==> config.mk <==
export PLATFORM = sky130hd
export DESIGN_NAME = pc_gen
export DESIGN_NICKNAME = d
export VERILOG_FILES = /design/src/rtl/pc_pkg.sv /design/src/rtl/pc_redirect_arb.sv /design/src/rtl/pc_gen.sv
export SDC_FILE = /design/constraint.sdc
export NUM_CORES = 1
export LEC_CHECK = 0
export CAP_MARGIN = 20
export CORE_ASPECT_RATIO = 1.4
export CORE_MARGIN = 1
export CORE_UTILIZATION = 30
export DETAILED_ROUTE_END_ITERATION = 8
export PLACE_DENSITY = 0.56
export RECOVER_POWER = 100
export SLEW_MARGIN = 10
export SYNTH_ARGS = -nofsm -noshare
export SYNTH_HDL_FRONTEND = slang
export SYNTH_SLANG_ARGS = --single-unit
==> constraint.sdc <==
create_clock -name clk -period 2.35 [get_ports clk]
set_input_delay 0.5875 -clock clk [delete_from_list [all_inputs] [get_ports clk]]
set_output_delay 0.5875 -clock clk [all_outputs]
set_load 0.005 [all_outputs]
==> src/rtl/pc_pkg.sv <==
// Shared types and helpers for the pc_gen program-counter generator.
package pc_pkg;

    typedef enum logic [1:0] {
        BOOT = 2'd0,
        RUN  = 2'd1,
        PEND = 2'd2
    } pc_state_e;

    // Encodings ascend with priority so sources compare numerically.
    typedef enum logic [1:0] {
        SRC_NONE = 2'd0,
        SRC_ID   = 2'd1,
        SRC_EX   = 2'd2,
        SRC_TRAP = 2'd3
    } pc_src_e;

    // Ties resolve to the first argument, so a fresh request beats an equal pending one.
    function automatic pc_src_e src_max(input pc_src_e a, input pc_src_e b);
        return (a >= b) ? a : b;
    endfunction

endpackage

==> src/rtl/pc_redirect_arb.sv <==
// Combinational priority select over trap, EX, ID and a pending redirect,
// returning the winning source, raw and aligned targets, and a misalign flag.
module pc_redirect_arb
    import pc_pkg::*;
#(
    parameter int unsigned XLEN = 32,
    parameter int unsigned STEP = 4
) (
    input  logic            trap_i,
    input  logic [XLEN-1:0] trap_tgt_i,
    input  logic            ex_i,
    input  logic [XLEN-1:0] ex_tgt_i,
    input  logic            id_i,
    input  logic [XLEN-1:0] id_tgt_i,
    input  pc_src_e         pend_src_i,
    input  logic [XLEN-1:0] pend_tgt_i,
    output logic            valid_o,
    output pc_src_e         src_o,
    output logic [XLEN-1:0] raw_o,
    output logic [XLEN-1:0] tgt_o,
    output logic            misalign_o
);

    localparam logic [XLEN-1:0] LOW_MASK = XLEN'(STEP - 1);

    pc_src_e         fresh_src;
    logic [XLEN-1:0] fresh_tgt;

    always_comb begin
        fresh_src = SRC_NONE;
        fresh_tgt = '0;
        if (trap_i) begin
            fresh_src = SRC_TRAP;
            fresh_tgt = trap_tgt_i;
        end else if (ex_i) begin
            fresh_src = SRC_EX;
            fresh_tgt = ex_tgt_i;
        end else if (id_i) begin
            fresh_src = SRC_ID;
            fresh_tgt = id_tgt_i;
        end

        src_o      = src_max(fresh_src, pend_src_i);
        raw_o      = (src_o == fresh_src) ? fresh_tgt : pend_tgt_i;
        tgt_o      = raw_o & ~LOW_MASK;
        misalign_o = |(raw_o & LOW_MASK);
        valid_o    = (src_o != SRC_NONE);
    end

endmodule

==> src/rtl/pc_gen.sv <==
// Fetch program-counter generator with prioritised redirects, stall-time
// pending redirect and fetch handshake. Optional redirect trace: PC_TRACE_EN.
module pc_gen
    import pc_pkg::*;
#(
    parameter int unsigned     XLEN         = 32,
    parameter logic [XLEN-1:0] RESET_VECTOR = '0,
    parameter int unsigned     STEP         = 4,
    parameter int unsigned     TRACE_DEPTH  = 8
) (
    input  logic                           clk,
    input  logic                           reset,
    input  logic                           stall,
    input  logic                           trap_valid,
    input  logic [XLEN-1:0]                trap_target,
    input  logic                           ex_redirect,
    input  logic [XLEN-1:0]                ex_target,
    input  logic                           id_redirect,
    input  logic [XLEN-1:0]                id_target,
    input  logic                           pc_ready,
    output logic [XLEN-1:0]                pc,
    output logic                           pc_valid,
    output logic                           redirected,
    output logic                           misalign_err
`ifdef PC_TRACE_EN
    ,
    input  logic [$clog2(TRACE_DEPTH)-1:0] trace_idx,
    output logic [XLEN+1:0]                trace_entry,
    output logic [$clog2(TRACE_DEPTH):0]   trace_count
`endif
);

    pc_state_e       state_q, state_d;
    logic [XLEN-1:0] pc_q, pc_d;
    logic            valid_q, valid_d;
    logic            red_q, red_d;
    logic            mis_q, mis_d;
    pc_src_e         pend_src_q, pend_src_d;
    logic [XLEN-1:0] pend_tgt_q, pend_tgt_d;
    logic            apply;

    logic            arb_valid;
    pc_src_e         arb_src;
    logic [XLEN-1:0] arb_raw;
    logic [XLEN-1:0] arb_tgt;
    logic            arb_mis;

    pc_redirect_arb #(
        .XLEN (XLEN),
        .STEP (STEP)
    ) u_arb (
        .trap_i     (trap_valid),
        .trap_tgt_i (trap_target),
        .ex_i       (ex_redirect),
        .ex_tgt_i   (ex_target),
        .id_i       (id_redirect),
        .id_tgt_i   (id_target),
        .pend_src_i (pend_src_q),
        .pend_tgt_i (pend_tgt_q),
        .valid_o    (arb_valid),
        .src_o      (arb_src),
        .raw_o      (arb_raw),
        .tgt_o      (arb_tgt),
        .misalign_o (arb_mis)
    );

    always_comb begin
        state_d    = state_q;
        pc_d       = pc_q;
        valid_d    = valid_q;
        red_d      = 1'b0;
        mis_d      = 1'b0;
        pend_src_d = pend_src_q;
        pend_tgt_d = pend_tgt_q;
        apply      = 1'b0;

        case (state_q)
            BOOT: begin
                valid_d = 1'b1;
                state_d = RUN;
            end
            default: begin
                // RUN and PEND share one path: pend_src_q is SRC_NONE outside PEND.
                if (arb_src == SRC_TRAP || (arb_valid && !stall)) begin
                    apply = 1'b1;
                end else if (arb_valid) begin
                    pend_src_d = arb_src;
                    pend_tgt_d = arb_raw;
                    state_d    = PEND;
                end else if (!stall && valid_q && pc_ready) begin
                    pc_d = pc_q + XLEN'(STEP);
                end
            end
        endcase

        if (apply) begin
            pc_d       = arb_tgt;
            red_d      = 1'b1;
            mis_d      = arb_mis;
            pend_src_d = SRC_NONE;
            state_d    = RUN;
        end
    end

    always_ff @(posedge clk or negedge reset) begin
        if (!reset) begin
            state_q    <= BOOT;
            pc_q       <= RESET_VECTOR;
            valid_q    <= 1'b0;
            red_q      <= 1'b0;
            mis_q      <= 1'b0;
            pend_src_q <= SRC_NONE;
            pend_tgt_q <= '0;
        end else begin
            state_q    <= state_d;
            pc_q       <= pc_d;
            valid_q    <= valid_d;
            red_q      <= red_d;
            mis_q      <= mis_d;
            pend_src_q <= pend_src_d;
            pend_tgt_q <= pend_tgt_d;
        end
    end

    assign pc           = pc_q;
    assign pc_valid     = valid_q;
    assign redirected   = red_q;
    assign misalign_err = mis_q;

`ifdef PC_TRACE_EN
    localparam int unsigned TIDX_W = $clog2(TRACE_DEPTH);

    logic [XLEN+1:0]   trace_mem [TRACE_DEPTH];
    logic [TIDX_W-1:0] wr_ptr_q;
    logic [TIDX_W:0]   count_q;

    always_ff @(posedge clk or negedge reset) begin
        if (!reset) begin
            wr_ptr_q <= '0;
            count_q  <= '0;
        end else if (apply) begin
            wr_ptr_q <= wr_ptr_q + TIDX_W'(1);
            if (count_q != (TIDX_W + 1)'(TRACE_DEPTH)) begin
                count_q <= count_q + (TIDX_W + 1)'(1);
            end
        end
    end

    // Storage is deliberately not reset; only the pointer and count are.
    always_ff @(posedge clk) begin
        if (apply) begin
            trace_mem[wr_ptr_q] <= {arb_src, arb_tgt};
        end
    end

    assign trace_entry = trace_mem[wr_ptr_q - TIDX_W'(1) - trace_idx];
    assign trace_count = count_q;
`endif

endmodule

==> qor.txt <==
Status - complete, but fails checks
Failing checks - max-capacitance violations, max-slew violations, negative setup slack
Via/cell ratio - 5.29
Area Overhead vs Synth - 69.1%
First-pass GRT wire length - 25600 um
Terminus of the critical flop-to-flop path - pc[9]
TritonCTS Buffers - 9
Dpl cells - 844
Antenna viol nets, final - 0
GRT overflow - 0
Die Span X - 107 um
CTS Hold Bufs - 0
DIE AREA - 15800 um2
Via Count - 4696
Crit path DAT - 2.79 ns
End point of the critical path - pc[9]
Fin crit share - 1.09
Drc violations - 0
Synth area leader - dfrtp_1
Clock sink count - 69
Worst Max-Slew Pin Slew - 1.83 ns
Reg-to-reg slack, setup - -0.03 ns
First DRT Iteration DRCs - 207
P_int - 5.82 mW
Reg area - 1730 um2
Antenna cells - 0
CP startpoint kind - primary input
Register area share after synthesis - 0.376
Post-Synthesis Cells - 482
Clock buffer depth - 2
Final setup margin - -0.210 ns
Tmin final - 2.56 ns
Vias in the first global route - 4871
Clock transition at path regs - 0.06 ns
Core footprint - 15000 um2
Commonest cells post-synth - dfrtp_1 (69), nand2_1 (59), o21ai_0 (45)
Synth Register Bits - 69
Max Freq - 391 MHz
DPL Wire Length - 11600 um
Max-slew violation count - 70
Dominant cells by area after synthesis - dfrtp_1 (38%), mux2_2 (10%), mux2i_1 (6.3%)
Clock skew - 0.00629 ns
Asr flop ratio synth - 1.00
Skew-Pair Late Insertion Delay - 0.34 ns
RSZ-0062 raised after global routing - yes
Sum Neg Setup Slack - -7.61 ns
H-tree levels - 3
Filler cells - 1398
Share of cells above drive strength 1 - 0.311
IO Count - 138
Rel. slew slack - -0.220
Fin nets - 798
Net Sw Frac - 0.354
EDFF count, synth - 0
Multi-input gate area - 3070 um2
Worst r2r path cells - 10
Row count - 53
Max-cap violations - 1
Leak - 3.31 nW
Routed wire length per instance - 18.6 um
Non-Filler Instances - 887
Post-synth top area share - 0.376
PD cells - 1160 nW/um2
Root buf cell - clkbuf_16
Predominant post-synthesis flop cell - dfrtp_1
Yosys warning total - 0
First drt pass iteration count - 6
Syn avg cell area - 9.52 um2
Initial antenna violation count - 0
Share of total power in sequential cells - 0.248
Most common cell in the synthesized netlist - dfrtp_1
Total Power - 9.01 mW
Cell Area, Synth - 4590 um2
Post-synth cell types - 64
Fin. Hold Viols - 0
CP Data Required Time - 2.58 ns
Port buffer count - 135
RR Startpoint - pend_src_q[1]
WS Path Type - primary input to flop
Critical Path Sink Type - flop
CP startpoint - ex_redirect
Psw - 3.19 mW
Worst hold path class - flop to flop
Initial Util - 0.306
Setup violations, final - 64
CTS tree - yes
CP max FO - 6
Largest net degree at the start of global routing - 70
Total GRT Usage - 0.212
RD Place Congestion - 0.960
Die height - 148 um
Max IR drop VDD - 505 uV
Clock power share - 0.175
Total wire length - 16500 um
Comb power frac - 0.577
==> area by class of cell <==
cell class,instances,area share
clock buffer,11,0.0300
clock inverter,5,0.0139
inverter,13,0.00726
multi-input combinational,366,0.396
sequential,69,0.223
tap,192,0.0310
timing repair buffer,231,0.299
==> critical path, stage by stage <==
cell,delay (ns)
buf_6,0.10
buf_6,0.11
or2_4,0.24
ha_4,0.25
a211o_1,0.33
o21a_4,0.15
buf_6,0.11
maj3_2,0.34
nand2_4,0.10
inv_6,0.06
a311o_1,0.27
and3_1,0.14
==> flip-flops by register name, summed over array words and instances, names as in the netlist <==
signal / flops
misalign_err: 1
state_q: 2
pc_valid: 1
pc: 30
pend_src_q: 2
pend_tgt_q: 32
redirected: 1
==> kinds of logic (layout without fill, tap and decap cells) <==
kind of cell	count (synthesis)	in the layout	synth area share
flops	69	69	0.376
simple gates	154	154	0.173
buf+inv	48	260	0.0619
fa+ha+maj	7	7	0.0180
mux	72	72	0.171
xor+xnor	7	7	0.0134
compound gates	124	124	0.185
other cells	1	2	0.000818
==> how the worst min path moves through the flow <==
| stage | startpoint | to | slack, ns | cells after the start |
|---|---|---|---|---|
| finish | pc_valid | pc_valid | 0.50 | 1 |
| global route | pend_tgt_q[5] | pend_tgt_q[5] | 0.52 | 1 |
| CTS | reset | pend_tgt_q[4] | 0.30 | 2 |
| detailed placement | pend_tgt_q[16] | pend_tgt_q[16] | 0.49 | 1 |
| global placement | state_q[1] | state_q[1] | 0.48 | 1 |
| floorplan | reset | misalign_err | 0.29 | 0 |
==> power by group through the flow <==
stage | Clock (mW) | Combinational (mW) | Sequential, mW
6_report | 1.58 | 5.20 | 2.23
5_1_grt | 1.65 | 5.52 | 2.31
4_1_cts | 1.59 | 4.93 | 2.21
3_5_place_dp | 0 | 3.84 | 2.20
3_3_place_gp | 0 | 3.78 | 2.18
2_1_floorplan | 0 | 2.14 | 2.17
==> per-stage QoR <==
| stage | utilization | worst slack, ns | hold WS (ns) | area (um2) |
|---|---|---|---|---|
| after CTS | 0.505 | -0.205 | 0.295 | 7560 |
| after floorplan | - | -0.759 | 0.292 | 4720 |
| after global routing | 0.518 | -0.294 | 0.518 | 7760 |
| after global placement | 0.437 | -1.29 | 0.483 | 6550 |
| after detailed placement | 0.437 | -1.15 | 0.491 | 6550 |
| final | 0.518 | -0.210 | 0.502 | 7760 |
==> layout by cell type, fill, tap and decap left out, types with 10 or more instances in the layout <==
| cell type | count |
|---|---|
| nor3_1 | 13 |
| nor2_1 | 12 |
| nand3_1 | 14 |
| o21ai_0 | 38 |
| mux2_4 | 38 |
| dlygate4sd3_1 | 25 |
| dfrtp_1 | 69 |
| buf_6 | 24 |
| a22oi_1 | 31 |
| nand2_1 | 51 |
| buf_4 | 49 |
| nand4_1 | 16 |
| clkdlybuf4s50_1 | 106 |
| mux2i_1 | 24 |
| clkbuf_16 | 10 |
==> metal layers <==
layer | share of wire | vias up | track usage
met2 | 0.53 | 146 | 0.390
met4 | 0.034 | 0 | 0.108
met5 | 0 | - | 0
met3 | 0.041 | 35 | 0.0276
met1 | 0.39 | 2303 | 0.238
li1 | - | 2212 | -
==> repair_timing <==
item,in CTS,in global routing
gates resized for setup,109,48
pin swaps,26,23
endpoints found under the setup margin,68,64
setup buffers,16,8
gates cloned,4,1
endpoints found under the hold margin,0,0
(Power assumes the default switching activity.)
==> edit, RTL diff (same settings) <==
The 3 states of `pc_state_e` get a one-hot encoding in 3 bits.
--- a/src/rtl/pc_pkg.sv
+++ b/src/rtl/pc_pkg.sv
@@ -3,6 +3,6 @@
 
-    typedef enum logic [1:0] {
-        BOOT = 2'd0,
-        RUN  = 2'd1,
-        PEND = 2'd2
+    typedef enum logic [2:0] {
+        BOOT = 3'b001,
+        RUN  = 3'b010,
+        PEND = 3'b100
     } pc_state_e;
Formal check against the unedited RTL: no difference found for any inputs over 4 cycles, from zero or initial values and one cycle with reset low; so few cycles prove little.
==> edit against the original RTL <==
The run ends with negative setup slack left; critical path depth decreased by 3; first-iteration DRC count up 5.3%; count of clock-buffer cells in the layout grew 1; setup slack improved by 180 ps; synthesized area fell by 6.0%; wire length decreased by 11%; cell area is 8.7% lower; highest routed layer unchanged; sequential cell count grew 1; via count shrank 1.7%; cell count rose by 0.23%.
Power is not compared: it rests on default switching activity, and its combinational part moved more than twofold at a synthesized area within 25%.
==> edit: results (changes against the original RTL) <==
share of layout cells above drive strength 1=22.44% (-8.6 points); TNS Setup=-76.49 ps (+7537 ps); Hold Crit Class=primary input to async pin; Met1 Routed Length=6188 um (-4.3%); drt pass-1 iters=4 (-2); CTS clk-pin slew, worst paths=50 ps; ranking of synthesized cells by area=dfrtp_1, o21ai_0, nand2_1, a221o_1, nor2_1; first-pass GRT wire length=23180 um (-9.5%); FILL cells=1313 (-6.1%); critical path's slowest cell=or3_4; CP max stage delay=410 ps (+70 ps); CP arrival=2590 ps (-200 ps); vias in the first global route=4651 (-4.5%); Met3 Wirelength=657 um (-1.9%); proportion of synthesized chip area in sequential cells=40.64% (+3.0 points); DP HPWL=11460 um (-1.3%); routability cong.=0.8758 (-8.7%); Iteration-0 DRC Markers=218 (+5.3%); status=finished, violations left; aggregate routed wire length=14720 um (-11%); dpl cell area=6396 um^2 (-2.3%); CP max FO=5 (-1); maximum number of pins on one net before global-route repair=54 (-23%); failing checks=negative setup slack; Nets=806 (+1.0%); clock skew=10.08 ps (+3.790 ps); post-synth cell types=59 (-7.8%); Post-synth top cells=nand2_1, dfrtp_1, o21ai_0; via count=4615 (-1.7%); CP delay by family, top=simple AND/OR/NAND/NOR gates; diode count=0 (unchanged); final worst setup slack=-29.75 ps (+180.0 ps); Final Setup Violations=5 (-92%); Worst-Margin Slew=1021 ps (-809.2 ps); global router's overall resource usage=20.65% (-0.59 points); met2 routed WL=7470 um (-15%)
## edit: cell types whose count changed in the layout (fill, tap and decap cells not counted), moves of 9 or more
cell	unedited run	this run
o21ai_1	3	17
buf_4	49	64
a22oi_1	31	16
nor2_1	12	31
a221o_1	0	18
nand2_1	51	68
buf_6	24	13
nand4_1	16	7
a21oi_1	4	25
mux2_4	38	2
mux2i_1	24	7
## edit: worst paths after layout
kind	slack (ps)	from	cells past startpoint	endpoint
min in group clk	470	pend_tgt_q[7]	2	pend_tgt_q[7]
worst max-delay path	-30	trap_valid	9	pend_tgt_q[11]
worst min register to register	470	pend_tgt_q[7]	2	pend_tgt_q[7]
worst max register to register	60	pend_src_q[1]	9	pend_tgt_q[11]
max in group asynchronous	500	reset	2	pc[14]
worst min-delay path	410	reset	1	pend_tgt_q[9]
## edit: cell type report
| type | count | area (um^2) | area share [%] |
|---|---|---|---|
| inverter | 12 | 47.55 | 0.6713 |
| clock buffer | 12 | 246.5 | 3.480 |
| clock inverter | 4 | 72.57 | 1.025 |
| tap | 185 | 231.5 | 3.268 |
| sequential | 70 | 1753 | 24.75 |
| timing repair buffer | 221 | 2140 | 30.21 |
| multi-input combinational | 385 | 2592 | 36.60 |
## edit: metrics by stage
stage | std cells | power (W) | setup slack (ps)
final | 889 | 0.005291 | -29.75
after global routing | 889 | 0.005623 | -60.76
after CTS | 889 | 0.005304 | -64.49
after detailed placement | 862 | 0.003716 | -956.0
after global placement | 862 | 0.003667 | -937.5
after floorplan | 508 | 0.002683 | -693.4
## edit: power by group
part	leakage, nW	internal [W]	switching, W
Clock	0.153	0.000957	0.000509
Sequential	0.848	0.00158	0.000324
Combinational	1.94	0.00110	0.000824
## edit: logic make-up (layout without fill, tap and decap cells)
logic type | Yosys count | after routing | synth area share (%)
compound gates | 176 | 176 | 27.30
xor+xnor | 6 | 6 | 1.218
fa+ha+maj | 4 | 4 | 1.160
buf+inv | 53 | 249 | 5.512
flops | 70 | 70 | 40.64
mux | 18 | 18 | 4.613
other cells | 1 | 2 | 0.08695
simple gates | 179 | 179 | 19.47
## edit: repair_timing
| item | in CTS | in global routing |
|---|---|---|
| buffers inserted | 9 | 2 |
| gates cloned | 2 | 0 |
| gates resized for setup | 34 | 47 |
| hold endpoints to repair | 0 | 0 |
| setup endpoints to repair | 66 | 55 |
| pin swaps | 12 | 12 |
## edit: routing by layer
metal / vias up / track usage (%)
met2: 136 / 35.40
met4: 0 / 8.451
met5: - / 0
met3: 24 / 3.307
met1: 2181 / 25.44
li1: 2274 / -
